`config.mk`:
```
export PLATFORM = sky130hd
export DESIGN_NAME = timer_ctrl_32bit
export DESIGN_NICKNAME = d
export VERILOG_FILES = /design/src/rtl/timer_pkg.sv /design/src/rtl/timer_prescaler.sv /design/src/rtl/timer_ctrl_32bit.sv
export SDC_FILE = /design/constraint.sdc
export NUM_CORES = 1
export LEC_CHECK = 0
export ABC_AREA = 1
export CAP_MARGIN = 20
export CELL_PAD_IN_SITES_DETAIL_PLACEMENT = 1
export CELL_PAD_IN_SITES_GLOBAL_PLACEMENT = 1
export CORE_AREA = 2 2 129 131
export CTS_CLUSTER_DIAMETER = 50
export DETAILED_ROUTE_END_ITERATION = 10
export DIE_AREA = 0 0 131 133
export DONT_BUFFER_PORTS = 1
export GPL_TIMING_DRIVEN = 0
export HOLD_SLACK_MARGIN = 0.1
export PLACE_DENSITY_LB_ADDON = 0.05
export SETUP_SLACK_MARGIN = 0.05
export SLEW_MARGIN = 10
export SYNTH_ARGS = -nofsm -noshare
export SYNTH_HDL_FRONTEND = slang
export SYNTH_SLANG_ARGS = --single-unit
```
`constraint.sdc`:
```
create_clock -name clk -period 5.7 [get_ports clk]
set_clock_uncertainty 0.2 [all_clocks]
set_input_delay 0.285 -clock clk [delete_from_list [all_inputs] [get_ports clk]]
set_output_delay 0.285 -clock clk [all_outputs]
set_load 0.02 [all_outputs]
```
`src/rtl/timer_pkg.sv`:
```
// timer_pkg: shared state encoding, mode constants and default widths for the timer
package timer_pkg;
  typedef enum logic [1:0] {ST_IDLE, ST_RUN, ST_DONE} state_e;
  localparam logic MODE_ONESHOT  = 1'b0;
  localparam logic MODE_PERIODIC = 1'b1;
  localparam int WIDTH_DEF   = 32;
  localparam int PRESC_W_DEF = 8;
endpackage

```
`src/rtl/timer_prescaler.sv`:
```
// timer_prescaler: divides the clock by div+1 while enabled, producing a tick enable
module timer_prescaler import timer_pkg::*; #(
  parameter int PRESC_W = PRESC_W_DEF
) (
  input  logic               clk,
  input  logic               reset,
  input  logic               clr,
  input  logic               en,
  input  logic [PRESC_W-1:0] div,
  output logic               tick
);
  logic [PRESC_W-1:0] cnt_q, cnt_d;
  assign tick = en && cnt_q == div;
  // next prescaler value: clear wins, wrap on tick, otherwise count while enabled
  always_comb cnt_d = clr ? '0 : tick ? '0 : en ? cnt_q + PRESC_W'(1) : cnt_q;
  // prescaler register
  always_ff @(posedge clk or posedge reset)
    if (reset) cnt_q <= '0;
    else cnt_q <= cnt_d;
endmodule

```
`src/rtl/timer_ctrl_32bit.sv`:
```
// timer_ctrl_32bit: start/stop timer with prescaler, period compare and sticky overflow
module timer_ctrl_32bit import timer_pkg::*; #(
  parameter int WIDTH   = WIDTH_DEF,
  parameter int PRESC_W = PRESC_W_DEF
) (
  input  logic               clk,
  input  logic               reset,
  input  logic               start,
  input  logic               stop,
  input  logic               mode,
  input  logic [WIDTH-1:0]   period,
  input  logic [PRESC_W-1:0] prescale,
  input  logic               ovf_clr,
  output logic [WIDTH-1:0]   count,
  output logic               busy,
  output logic               match,
  output logic               overflow,
  output logic               irq
);
  state_e state_q, state_d;
  logic [WIDTH-1:0] count_q, count_d, period_q, period_d;
  logic [PRESC_W-1:0] presc_q, presc_d;
  logic mode_q, mode_d, match_q, match_d, ovf_q, ovf_d, irq_q, irq_d, tick;
  timer_prescaler #(.PRESC_W(PRESC_W)) u_presc (
    .clk(clk), .reset(reset), .clr(start | stop), .en(state_q == ST_RUN),
    .div(presc_q), .tick(tick)
  );
  // next state: stop beats start beats tick; match only with a nonzero period
  always_comb begin
    state_d  = state_q;
    count_d  = count_q;
    period_d = period_q;
    presc_d  = presc_q;
    mode_d   = mode_q;
    match_d  = 1'b0;
    irq_d    = 1'b0;
    ovf_d    = ovf_q & ~ovf_clr;
    if (stop) state_d = ST_IDLE;
    else if (start) begin
      state_d  = ST_RUN;
      count_d  = '0;
      period_d = period;
      presc_d  = prescale;
      mode_d   = mode;
    end else if (state_q == ST_RUN && tick) begin
      if (period_q != '0 && count_q == period_q) begin
        match_d = 1'b1;
        irq_d   = 1'b1;
        count_d = mode_q == MODE_PERIODIC ? '0 : count_q;
        state_d = mode_q == MODE_PERIODIC ? ST_RUN : ST_DONE;
      end else begin
        count_d = count_q + WIDTH'(1);
        if (&count_q) begin
          ovf_d = 1'b1;
          irq_d = 1'b1;
        end
      end
    end
  end
  // state, datapath and latched configuration registers
  always_ff @(posedge clk or posedge reset)
    if (reset) begin
      state_q  <= ST_IDLE;
      count_q  <= '0;
      period_q <= '0;
      presc_q  <= '0;
      mode_q   <= 1'b0;
      match_q  <= 1'b0;
      ovf_q    <= 1'b0;
      irq_q    <= 1'b0;
    end else begin
      state_q  <= state_d;
      count_q  <= count_d;
      period_q <= period_d;
      presc_q  <= presc_d;
      mode_q   <= mode_d;
      match_q  <= match_d;
      ovf_q    <= ovf_d;
      irq_q    <= irq_d;
    end
  assign count    = count_q;
  assign busy     = state_q == ST_RUN;
  assign match    = match_q;
  assign overflow = ovf_q;
  assign irq      = irq_q;
endmodule

```
---- Yosys cells after proc, flatten, opt, wreduce, memory -nomap -nowiden ----
Cells that the tools add are included.
word-level totals
  flip-flop bits (word level) ............. 86
  logic and storage cells ................. 57
operators by class
  add/subtract/negate cells ............... 2
  equality and inequality tests ........... 4
  muxes and demuxes ....................... 26
  bitwise logic cells ..................... 4
  reduce and logical (&&, ||, !) cells .... 12
operators by type and width
  kind                                           count
  2-to-1 mux 32 bit                              4
  adder 32 x 1 -> 32 bit, second input constant  1
  == test 32 bit                                 1
  AND reduction 32 bit                           1
  nonzero test 32 bit                            1
  2-to-1 mux 8 bit                               3
  2-to-1 mux 1 bit                               14
  2-to-1 mux 2 bit                               5
  nonzero test 3 bit                             3
  adder 8 x 1 -> 8 bit, second input constant    1
  == test 8 bit                                  1
  AND reduction 2 bit                            2
  logical AND 1 bit                              3
  inequality test 3 bit, second input constant   1
  AND reduction 3 bit                            1
  == test 2 x 1 -> 1 bit, second input constant  1
  inverter 1 bit                                 2
  nonzero test 2 bit                             1
  AND 1 bit                                      1
  bitwise OR 1 bit                               1

---- Logic depth before layout (Yosys ltp) ----
  word-level depth ........................ 7
  mapped depth ............................ 16
  mapped depth without buffers ............ 14

---- Modules after synthesis ----
A second synthesis with hierarchy kept.
unflattened totals
  cell total of the unflattened synthesis .. 773
  area total of the unflattened synthesis .. 5514.0 µm²
modules (own cells, without submodules)
  module            times used  cells each  area an instance (µm²)  sequential area each (µm²)
  timer_ctrl_32bit  1           665         4834.6                  1951.9
  timer_prescaler   1           108         679.4                   200.2

---- Worst setup path after synthesis ----
Ideal clock, no wire load.
  path kind ............................... reg-to-reg
  start ................................... reg count_q[1], in the netlist count[1]
  end ..................................... reg count_q[30], in the netlist count[30]
  arrival time ............................ 1.687 ns
  required time ........................... 5.383 ns
  slack ................................... 3.697 ns
  cell stages (with the launch flop) ...... 10
  path buffers ............................ 0
  cell sequence ........................... dfrtp_1 -> ha_1 -> nand3_1 -> nor2_1 -> nand3_1 -> nor3_1 -> xor2_1 -> nor2_1 -> nand2_1 -> nand2_1
between the ends
  word-level cells in the longest chain between the ends .. 5
  elaborated cells on any way between the ends .. 8
ends and longest elaborated chain
  what                                                                            RTL line                source
  from (decl)                                                                     timer_ctrl_32bit.sv:21  logic [WIDTH-1:0] count_q, count_d, period_q, period_d;
  from (signal assigned)                                                          timer_ctrl_32bit.sv:73  count_q <= count_d;
  parallel branches: the longest is 5 deep, another holds adder 32 x 1 -> 32 bit  n/a
Parallel ways; which one is timed is not known. The select of a mux whose other input is x is not followed.
A chain may end at the register's enable or synchronous reset.

---- Worst setup path after layout ----
Ends and elaborated chain as after synthesis.

==> impl_metrics.csv <==
group,metric,value,unit
run_status,status,"finished clean",
sta,rsz0062_at_grt,"no",
grt,antenna_found_initial,0,
floorplan,start_util,34.1,%
sta,fin_crit_sh,46.4,%
route,firstDrtPassIters,4,
cells_and_area,nNetsFinal,910,
setup_path,r2r_slack,3.06,ns
cells_and_area,layout.cells.non_filler,1087,
floorplan,ios,82,
clock_network,cts_tree,"yes",
placement,io_buffers,0,
logic_synthesis,netlist.area_leader.share,39.0,%
placement,dp_cells,1027,
logic_synthesis,synth_cell_types,32,
cells_and_area,multiInputGateArea,0.00286,mm2
pwr,powerDensity,245,mW/mm2
clock_network,clock_latency,0.35,ns
floorplan,die_w,131,um
logic_synthesis,yosysWarnings,0,
sta,period_minus_slack,2.65,ns
route,vias_per_cell,4.90,
sta,hold_violations,0,
setup_path,path_class,"reg -> reg",
setup_path,arrival,2.69,ns
clock_network,ctsRootBufferMaster,"clkbuf_16",
logic_synthesis,ys_ff_latch,86,
sta,tightest_slew,0.739,ns
sta,max_freq,378,MHz
logic_synthesis,synth_edf_count,0,
placement,place_congestion,0.864,
logic_synthesis,synth_flop_cell,"dfrtp_1",
route,antenna_left,0,
logic_synthesis,yosysMostFrequentCell,"nand2_1",
clock_network,numCtsBuffers,9,
floorplan,rows,47,
clock_network,clkSlewWorstSetupHoldPaths,0.06,ns
setup_path,worst_setup_path_end_kind,"flop",
route,dr.first_iter.drc_count,210,
grt,grt_max_degree,48,
placement,pre_cts_ws,3.11,ns
sta,timing.final.ws_setup,3.06,ns
sta,timing.setup.tns,0,ns
clock_network,h-tree-depth,3,
floorplan,die_area,0.0174,mm2
cells_and_area,layout-drive-gt1-share,7.15,%
logic_synthesis,synth_common_cells,"257 x nand2_1, 144 x nor2_1, 86 x dfrtp_1, 84 x inv_1, 41 x nand3_1",
logic_synthesis,syn_area,0.00552,mm2
grt,grt_overflow,0,
clock_network,clockBufferDepth,2,
logic_synthesis,syn_nets,854,
pwr,p_leak,3.08,nW
sta,relSlewSlack,50.3,%
setup_path,required,5.74,ns
logic_synthesis,synth.avg_cell_area,6.85,um2
setup_path,crit_fanout,6,
clock_network,cts.sinks,86,
pwr,vdd_ir_drop_max,139,uV
sta,final-setup-viol-count,0,
logic_synthesis,synth-seq-area-share,39.0,%
clock_network,cts-resized-gates,0,
cells_and_area,antenna_cells,0,
grt,grt_pass1_vias,5693,
route,vias,5325,
sta,drv_slew,0,
floorplan,die_h,133,um
placement,detailed_place_hpwl,15100,um
route,drc_errors,0,
logic_synthesis,synth-async-reset-ratio,100,%
cells_and_area,final.fill_count,2057,
setup_path,cp-start-kind,"flop",
grt,grt_pass1_wl,30700,um
grt,track_usage,23.3,%
route,detail_route.wl_per_cell,17.5,um
job,maxCapViolations,0,
logic_synthesis,synth_top_area_cell,"dfrtp_1",
worst_hold_path,min_path_type,"in -> reg",
floorplan,coreArea,0.0162,mm2
route,wl,19100,um
cells_and_area,final_util,40.8,%
cells_and_area,area_growth_syn_to_layout,19.5,%
logic_synthesis,ys_top_cells_by_area,"dfrtp_1 39%, nand2_1 17%, nor2_1 9.8%",
cells_and_area,area.sequential,0.00215,mm2
logic_synthesis,netlist_instances,806,
==> cells by family after synthesis <==
| kind of cell | Yosys count | share of synthesized area (%) |
|---|---|---|
| xor+xnor | 48 | 7.62 |
| mux | 10 | 2.04 |
| buf+inv | 120 | 9.18 |
| compound gates | 37 | 3.40 |
| fa+ha+maj | 2 | 0.453 |
| flops | 86 | 39.0 |
| simple gates | 503 | 38.3 |
==> stage by stage <==
| stage | total power [W] | hold slack (ns) | area [um2] |
|---|---|---|---|
| floorplan | 0.000853 | 0.181 | 5520 |
| global placement | 0.000912 | 0.185 | 5800 |
| detailed placement | 0.000923 | 0.0500 | 5830 |
| CTS | 0.00164 | 0.113 | 6600 |
| global route | 0.00170 | 0.156 | 6600 |
| finish | 0.00162 | 0.128 | 6600 |
==> state kept, by name, summed over array words and instances, names as in the netlist <==
| signal | flops |
|---|---|
| count | 32 |
| irq | 1 |
| match | 1 |
| mode_q | 1 |
| overflow | 1 |
| period_q | 32 |
| presc_q | 8 |
| state_q | 2 |
| u_presc.cnt_q | 8 |
==> worst max-delay path, cell delays in order (launching register included) <==
cell and delay, ns:
dfrtp_1 0.68, ha_1 0.32, nand3_1 0.20, nor2_1 0.25
nand3_1 0.22, nor3_1 0.26, xor2_1 0.23, nor2_1 0.07
nand2_1 0.07, nand2_1 0.04
==> path summary, 6_finish.rpt <==
path,start,cells after the start,to
worst max-delay path,count[1],9,count[30]
worst min-delay path,start,5,u_presc.cnt_q[0]
worst max register to register,count[1],9,count[30]
worst min register to register,state_q[0],2,state_q[0]
max in group asynchronous,reset,3,period_q[24]
min in group asynchronous,reset,2,period_q[10]
==> area by class of cell <==
class | instances | share of cell area [%]
Multi-Input combinational cell | 600 | 43.4
Sequential cell | 86 | 32.6
Timing Repair Buffer | 45 | 7.09
Inverter | 89 | 5.14
Tap cell | 220 | 4.17
Clock buffer | 12 | 3.58
Buffer | 31 | 2.58
Clock inverter | 4 | 1.44
==> report_power, final <==
part	internal, W	switching, W	leakage (nW)
logic	0.0000939	0.000143	1.84
registers	0.000653	0.0000447	1.08
clock network	0.000429	0.000255	0.161
==> timing repair <==
action	CTS	global route
hold endpoints to repair	87	0
hold buffers	44	0
setup buffers	0	0
==> routing by layer <==
layer | track usage [%] | up-vias | share of wire (%)
li1 | - | 2606 | -
met1 | 30.9 | 2611 | 46
met2 | 38.9 | 83 | 49
met3 | 3.36 | 25 | 3.2
met4 | 7.27 | 0 | 2.1
met5 | 0 | - | 0
==> cells in the final DEF, fill, tap and decap left out, drive strengths merged <==
cell type    Yosys  final
a21oi           31     31
and3             1      1
buf             21     22
bufinv           0      3
clkbuf          10     22
clkinv           0      1
dfrtp           86     86
dlygate4sd3      0     44
ha               2      2
inv             89     89
mux2            10     10
nand2          259    259
nand3           43     43
nand3b           2      2
nand4           24     24
nor2           148    148
nor3            15     15
nor3b            4      4
nor4             5      5
o211ai           1      1
o21ai            5      5
or2              2      2
xnor2           25     25
xor2            23     23
Note: power is estimated with default switching activity, not from simulation.
